**src/rtl/unidade_de_emissao.sv**
```systemverilog
// unidade_de_emissao: in-order issue stage between the instruction queue and
// the reservation stations; renames destinations through a register status table.
`timescale 1ns/1ps
module unidade_de_emissao #(
    parameter int DATA_W   = 16,
    parameter int NUM_RS_R = 3,
    parameter int NUM_RS_I = 2
) (
    input  logic                Clock,
    input  logic                Reset,
    input  logic                Empty,
    input  logic [15:0]         Instr_In,
    output logic                Pop,
    output logic [2:0]          Rs1_Addr,
    output logic [2:0]          Rs2_Addr,
    input  logic [DATA_W-1:0]   Rs1_Data,
    input  logic [DATA_W-1:0]   Rs2_Data,
    input  logic [NUM_RS_R-1:0] RS_R_Free,
    input  logic [NUM_RS_I-1:0] RS_I_Free,
    input  logic                CDB_Valid,
    input  logic [2:0]          CDB_Tag,
    input  logic [DATA_W-1:0]   CDB_Data,
    output logic                Issue_Valid,
    output logic                Issue_Type,
    output logic [2:0]          Issue_Op,
    output logic [2:0]          Issue_Tag,
    output logic [DATA_W-1:0]   Issue_Vj,
    output logic [DATA_W-1:0]   Issue_Vk,
    output logic [2:0]          Issue_Qj,
    output logic [2:0]          Issue_Qk,
    output logic [15:0]         Issue_Imm,
    output logic                Busy
);

    localparam logic [2:0] OP_ADD = 3'd2;
    localparam logic [2:0] OP_SUB = 3'd3;
    localparam logic [2:0] OP_LD  = 3'd4;
    localparam logic [2:0] OP_ST  = 3'd5;

    localparam logic [1:0] S_IDLE = 2'd0;
    localparam logic [1:0] S_WAIT = 2'd1;
    localparam logic [1:0] S_HOLD = 2'd2;

    logic [1:0]        state;
    logic [15:0]       instr_q;
    logic [7:0][2:0]   rst_q;

    logic [2:0]        op;
    logic [2:0]        fa;
    logic [2:0]        fb;
    logic [2:0]        fc;
    logic              is_r;
    logic              is_i;
    logic              op_ok;
    logic              writes_rd;
    logic              has_k;

    logic [2:0]        r_tag;
    logic [2:0]        i_tag;
    logic [2:0]        sel_tag;
    logic              stn_free;
    logic              in_hold;
    logic              issue_now;
    logic              drop;

    logic [2:0]        qj_raw;
    logic [2:0]        qk_raw;
    logic              hit_j;
    logic              hit_k;
    logic [2:0]        qj;
    logic [2:0]        qk;
    logic [DATA_W-1:0] vj;
    logic [DATA_W-1:0] vk;
    logic [15:0]       imm;

    assign op = instr_q[15:13];
    assign fa = instr_q[12:10];
    assign fb = instr_q[9:7];
    assign fc = instr_q[6:4];
    assign imm = {{9{instr_q[6]}}, instr_q[6:0]};

    assign is_r      = (op == OP_ADD) || (op == OP_SUB);
    assign is_i      = (op == OP_LD) || (op == OP_ST);
    assign op_ok     = is_r || is_i;
    assign writes_rd = is_r || (op == OP_LD);
    assign has_k     = is_r || (op == OP_ST);

    // ST carries its store data in field A, so port 2 follows the opcode
    assign Rs1_Addr = fb;
    assign Rs2_Addr = (op == OP_ST) ? fa : fc;

    always_comb begin
        r_tag = '0;
        for (int i = NUM_RS_R - 1; i >= 0; i--) begin
            if (RS_R_Free[i]) r_tag = 3'(i + 1);
        end
    end

    always_comb begin
        i_tag = '0;
        for (int i = NUM_RS_I - 1; i >= 0; i--) begin
            if (RS_I_Free[i]) i_tag = 3'(NUM_RS_R + i + 1);
        end
    end

    assign sel_tag   = is_r ? r_tag : i_tag;
    assign stn_free  = is_r ? (|RS_R_Free) : (is_i && (|RS_I_Free));
    assign in_hold   = (state == S_HOLD);
    assign issue_now = in_hold && op_ok && stn_free;
    assign drop      = in_hold && !op_ok;
    assign Busy      = in_hold && op_ok && !stn_free;

    // Operand lookup uses the pre-rename table, with a same-edge CDB bypass
    assign qj_raw = rst_q[fb];
    assign qk_raw = has_k ? rst_q[Rs2_Addr] : 3'd0;
    assign hit_j  = CDB_Valid && (qj_raw != 3'd0) && (CDB_Tag == qj_raw);
    assign hit_k  = CDB_Valid && (qk_raw != 3'd0) && (CDB_Tag == qk_raw);

    always_comb begin
        qj = hit_j ? 3'd0 : qj_raw;
        vj = '0;
        if (hit_j) begin
            vj = CDB_Data;
        end else if (qj_raw == 3'd0) begin
            vj = Rs1_Data;
        end
    end

    always_comb begin
        qk = hit_k ? 3'd0 : qk_raw;
        vk = '0;
        if (hit_k) begin
            vk = CDB_Data;
        end else if (has_k && (qk_raw == 3'd0)) begin
            vk = Rs2_Data;
        end
    end

    always_ff @(posedge Clock or negedge Reset) begin
        if (!Reset) begin
            state   <= S_IDLE;
            Pop     <= 1'b0;
            instr_q <= '0;
        end else begin
            unique case (state)
                S_IDLE: begin
                    if (!Empty) begin
                        Pop   <= 1'b1;
                        state <= S_WAIT;
                    end
                end
                S_WAIT: begin
                    Pop     <= 1'b0;
                    instr_q <= Instr_In;
                    state   <= S_HOLD;
                end
                S_HOLD: begin
                    if (issue_now || drop) begin
                        if (!Empty) begin
                            Pop   <= 1'b1;
                            state <= S_WAIT;
                        end else begin
                            state <= S_IDLE;
                        end
                    end
                end
                default: begin
                    Pop   <= 1'b0;
                    state <= S_IDLE;
                end
            endcase
        end
    end

    always_ff @(posedge Clock or negedge Reset) begin
        if (!Reset) begin
            Issue_Valid <= 1'b0;
            Issue_Type  <= 1'b0;
            Issue_Op    <= '0;
            Issue_Tag   <= '0;
            Issue_Vj    <= '0;
            Issue_Vk    <= '0;
            Issue_Qj    <= '0;
            Issue_Qk    <= '0;
            Issue_Imm   <= '0;
        end else begin
            Issue_Valid <= issue_now;
            Issue_Type  <= issue_now && is_i;
            Issue_Op    <= issue_now ? op : 3'd0;
            Issue_Tag   <= issue_now ? sel_tag : 3'd0;
            Issue_Vj    <= issue_now ? vj : '0;
            Issue_Vk    <= issue_now ? vk : '0;
            Issue_Qj    <= issue_now ? qj : 3'd0;
            Issue_Qk    <= issue_now ? qk : 3'd0;
            Issue_Imm   <= issue_now ? imm : 16'd0;
        end
    end

    // A rename on issue overrides a CDB clear of the same entry
    always_ff @(posedge Clock or negedge Reset) begin
        if (!Reset) begin
            rst_q <= '0;
        end else begin
            for (int i = 0; i < 8; i++) begin
                if (CDB_Valid && (CDB_Tag != 3'd0) && (rst_q[i] == CDB_Tag)) begin
                    rst_q[i] <= 3'd0;
                end
            end
            if (issue_now && writes_rd) begin
                rst_q[fa] <= sel_tag;
            end
        end
    end

endmodule

```
**config.mk**
```make
export PLATFORM = sky130hd
export DESIGN_NAME = unidade_de_emissao
export DESIGN_NICKNAME = d
export VERILOG_FILES = /design/src/rtl/unidade_de_emissao.sv
export SDC_FILE = /design/constraint.sdc
export NUM_CORES = 1
export LEC_CHECK = 0
export ABC_AREA = 1
export CORE_MARGIN = 4
export CORE_UTILIZATION = 30
export DETAILED_ROUTE_END_ITERATION = 7
export HOLD_SLACK_MARGIN = 0.03
export SKIP_CTS_REPAIR_TIMING = 1
export SYNTH_ARGS = -nofsm -noshare
export SYNTH_HDL_FRONTEND = slang
export SYNTH_SLANG_ARGS = --single-unit
export TNS_END_PERCENT = 1
```
**constraint.sdc**
```tcl
create_clock -name Clock -period 3.6 [get_ports Clock]
set_input_delay 0.72 -clock Clock [delete_from_list [all_inputs] [get_ports Clock]]
set_output_delay 0.72 -clock Clock [all_outputs]
set_load 0.02 [all_outputs]
```
# Yosys cells after proc, flatten, opt, wreduce, memory -nomap -nowiden
# Cells that the tools add are included.
word_totals:
  elab_cells: 126
  regBits: 105
classes:
  mux: 45
  n_eq_ne: 18
  magnitude_cmp: 4
  reduce_logical: 39
op_table:
  columns: ["op", "n"]
  rows:
  - ["16-bit 2-to-1 mux", 7]
  - ["3-bit 2-to-1 mux", 22]
  - ["3-bit == test", 10]
  - ["24-bit bitwise mux", 1]
  - ["24-bit 2-to-1 mux", 1]
  - ["1-bit logical AND", 22]
  - ["3-bit binary-select mux with 3-bit select", 2]
  - ["3-bit by 4-bit < comparator with 1-bit output (second input constant)", 3]
  - ["2-bit 2-to-1 mux", 5]
  - ["3-bit demux with 3-bit select", 1]
  - ["3-bit nonzero test", 3]
  - ["3-bit by 2-bit == test with 1-bit output (second input constant)", 2]
  - ["3-bit == test (second input constant)", 2]
  - ["3-bit zero test", 2]
  - ["1-bit logical OR", 6]
  - ["2-bit case mux with 3 select lines", 1]
  - ["1-bit 2-to-1 mux", 4]
  - ["3-bit by 1-bit >= comparator with 1-bit output (second input constant)", 1]
  - ["3-bit OR reduction", 1]
  - ["2-bit by 1-bit == test with 1-bit output (second input constant)", 1]
  - ["2-bit == test (second input constant)", 1]
  - ["1-bit zero test", 2]
  - ["2-bit zero test", 1]
  - ["2-bit by 1-bit != test with 1-bit output (second input constant)", 1]
  - ["4 further kinds", 4]

# Depth between registers and ports, before layout
logic_depth:
  depth_word: 10
  mapped_depth: 17
  ltp_nobuf: 16

# Worst setup path before layout
# OpenSTA, ideal clock, no wires.
synth_path:
  path_type: "input to output"
  start: "input port RS_R_Free[1]"
  end: "output port Busy"
  stages: 5
  arrival_ns: 1.609
  slack_ns: 1.271
  required_ns: 2.880
  cell_sequence: "nor2_1 inv_1 o21ai_0 nand2_1 nor3_1"
synth_via:
  elab_chain_len: 4
synth_lines:
  columns: ["element", "line_no", "text"]
  rows:
  - ["start, declared", "18", "input logic [NUM_RS_R-1:0] RS_R_Free,"]
  - ["3-bit OR reduction", "107", "assign stn_free = is_r ? (|RS_R_Free) : (is_i && (|RS_I_Free));"]
  - ["1-bit 2-to-1 mux", "107", null]
  - ["1-bit zero test", "111", "assign Busy = in_hold && op_ok && !stn_free;"]
  - ["1-bit logical AND", "111", null]
  - ["end, declared", "32", "output logic Busy"]
# Every way passes these cells.

# Final worst setup path
layout_path:
  start: "input port RS_R_Free[2]"
  end: "output port Busy"
# Same word-level chain as after synthesis.

==> summary.md <==
| Metric | Value |
|---|---|
| Status | finished, final reports clean |
| NumNets Final | 850 |
| Area Overhead vs Synth | 39.0% |
| Leakage | 0.00314 uW |
| CP Capture Type | output pin |
| DRT iter0 DRCs | 407 |
| Via count | 4715 |
| Mean Syn Cell Area | 7.79 um^2 |
| Register area share after synthesis | 0.484 |
| Critical Path Fanout Max | 3 |
| Vias in the first global route | 4493 |
| Clock Skews | 0.0134 ns |
| Post-Syn Area | 4960 um^2 |
| CTS tree | yes |
| Routed WL | 15.5 mm |
| GPL Wtd Cong | 0.948 |
| Total GRT Usage | 0.167 |
| Largest net degree at the start of global routing | 56 |
| Commonest non-fill, non-tap cell in the layout | clkdlybuf4s50_1 |
| Post-DP Area | 6600 um^2 |
| DRC | 0 |
| Final Hold Viols | 0 |
| Fmax | 0.317 GHz |
| Power Dens Cells | 729 nW/um^2 |
| Distinct cell type count after synthesis | 37 |
| Crit Path Category | in -> out |
| Slew @ Worst Pin | 1.02 ns |
| Final Cycle Share | 0.877 |
| Final non-filler cell total | 995 |
| Grt ovf | 0 |
| Most frequent cells in the layout | clkdlybuf4s50_1, nand2_1, nor2_1 |
| Initial antenna violation count | 0 |
| TritonCTS Sinks | 96 |
| # fillers | 1629 |
| Clock tree buffer depth | 2 |
| Layout cells sized above 1 | 0.0616 |
| Slew Viols, Final | 0 |
| Maximum capacitance violations | 0 |
| Drt via density | 4.74 |
| Yosys warns | 0 |
| CTS Root Cell | clkbuf_16 |
| Antenna cell count | 0 |
| Final setup viols | 0 |
| Drt pass-1 iters | 5 |
| Num CTS Buffers | 9 |
| H-tree Lvls | 3 |
| Max-slew headroom | 0.321 |
| Reg clk slew, reported paths | 0.07 ns |
| Critical path launch point type | input port |
| Initial core utilization | 0.309 |
| Row count | 46 |
| Max IR drop VDD | 0.423 mV |
| Total Negative Setup Slacks | 0 ns |
| Cells after Synth | 637 |
| Worst path cell trace | clkdlybuf4s50_1 -> nor2_1 -> inv_1 -> o21ai_0 -> nand2_1 -> nor3_1 -> clkdlybuf4s50_1 |
| Placed Instances | 979 |
| Total power | 5030 uW |
| FF+latch count, synth | 96 |
| Place WS | 0.443 ns |
| CP required | 2.88 ns |
| Post-synth net total | 713 |
| RSZ-0062 raised after global routing | no |
| Io pins | 146 |
| Wirelength per Cell | 15.6 um |
| Worst skew pair latency | 0.36 ns |
| Post-DP HPWL | 11.4 mm |
| Die ar. | 18700 um^2 |
| Area of the core | 16100 um^2 |
| HP Class | in -> async |
| DIE WIDTH | 137 um |
| CP max stage cell | clkdlybuf4s50_1 |
| ANT nets after route | 0 |
| PnR worst setup slack | 0.443 ns |
| Crit-path most repeated cell | clkdlybuf4s50_1 |
| Final Cell Area | 6900 um^2 |
| First-pass GRT wire length | 24.2 mm |
| Critical path's largest stage delay | 0.67 ns |
| Arrival @ worst endpoint | 2.44 ns |
| Die height | 137 um |
| Input/output buffers | 145 |
| Tmin final | 3.16 ns |
[critical path, delay by kind of cell]
family,cells,cell delay [ns]
simple gates,3,0.44
buf+inv,3,1.14
compound gates,1,0.14
[per-stage QoR]
stage,hold WS [ns],utilization
floorplan,0.424,-
global route,0.396,0.430
detailed placement,0.472,0.411
CTS,0.365,0.430
global placement,0.462,0.411
finish,0.354,0.430
[metal layers]
layer / GRT usage / vias to the layer above / part of all wire
li1: - / 2339 / -
met1: 0.222 / 2167 / 0.44
met2: 0.267 / 186 / 0.45
met3: 0.0452 / 23 / 0.090
met4: 0.0498 / 0 / 0.017
met5: 0 / - / 0
[flip-flops by register name (all words and copies together), names as in the netlist]
register	flops
instr_q	16
state	2
Issue_Vk	16
Issue_Vj	16
Issue_Tag	3
Issue_Type	1
Issue_Imm	7
Issue_Valid	1
Issue_Qk	3
Issue_Qj	3
rst_q	24
Pop	1
Issue_Op	3
[final timing paths]
path | from | end | slack [ns] | depth (start not counted)
worst max register to register | instr_q[15] | Issue_Vk[9] | 1.01 | 13
min in group Clock | instr_q[1] | Issue_Imm[1] | 0.48 | 2
max in group asynchronous | Reset | instr_q[0] | 2.53 | 2
worst min-delay path | Reset | Issue_Vj[4] | 0.35 | 1
worst max-delay path | RS_R_Free[2] | Busy | 0.44 | 7
worst min register to register | instr_q[1] | Issue_Imm[1] | 0.48 | 2
[cells by family (layout without fill, tap and decap cells)]
kind of cell | Yosys count | count (layout) | synth area share
AOI/OAI and AO/OA | 114 | 114 | 0.125
xor gates and xnor gates | 5 | 5 | 0.00883
buffers and inverters | 103 | 245 | 0.0918
DFF | 96 | 96 | 0.484
muxes | 1 | 1 | 0.00227
and+or+nand+nor | 318 | 318 | 0.288
[synth_stat cells, drive strengths merged]
| master | count | area share |
|---|---|---|
| a21oi | 44 | 0.044 |
| a221oi | 2 | 0.0035 |
| a31oi | 1 | 0.0013 |
| and3 | 1 | 0.0013 |
| buf | 20 | 0.029 |
| clkbuf | 11 | 0.0083 |
| clkinv | 3 | 0.0023 |
| dfrtp | 96 | 0.48 |
| inv | 69 | 0.052 |
| mux2 | 1 | 0.0023 |
| nand2 | 127 | 0.099 |
| nand3 | 60 | 0.068 |
| nand3b | 9 | 0.014 |
| nand4 | 5 | 0.0076 |
| nor2 | 107 | 0.086 |
| nor3 | 3 | 0.0040 |
| nor4 | 6 | 0.0076 |
| o2111ai | 2 | 0.0035 |
| o21ai | 47 | 0.050 |
| o21bai | 1 | 0.0015 |
| o22ai | 17 | 0.021 |
| xor2 | 5 | 0.0088 |
[power by group]
| part | internal (uW) | switching (uW) |
|---|---|---|
| clock | 575 | 410 |
| sequential | 1300 | 185 |
| combinational | 867 | 1690 |
| total | 2750 | 2280 |
[layout make-up]
type / count / area [um^2] / share of cell area
Multi-Input combinational cell: 438 / 2100 / 0.305
Inverter: 72 / 270 / 0.0392
Clock buffer: 13 / 260 / 0.0377
Sequential cell: 96 / 2400 / 0.348
Timing Repair Buffer: 157 / 1550 / 0.225
Tap cell: 216 / 270 / 0.0392
Clock inverter: 3 / 40.0 / 0.00580
Power figures use the tool's default switching activity.
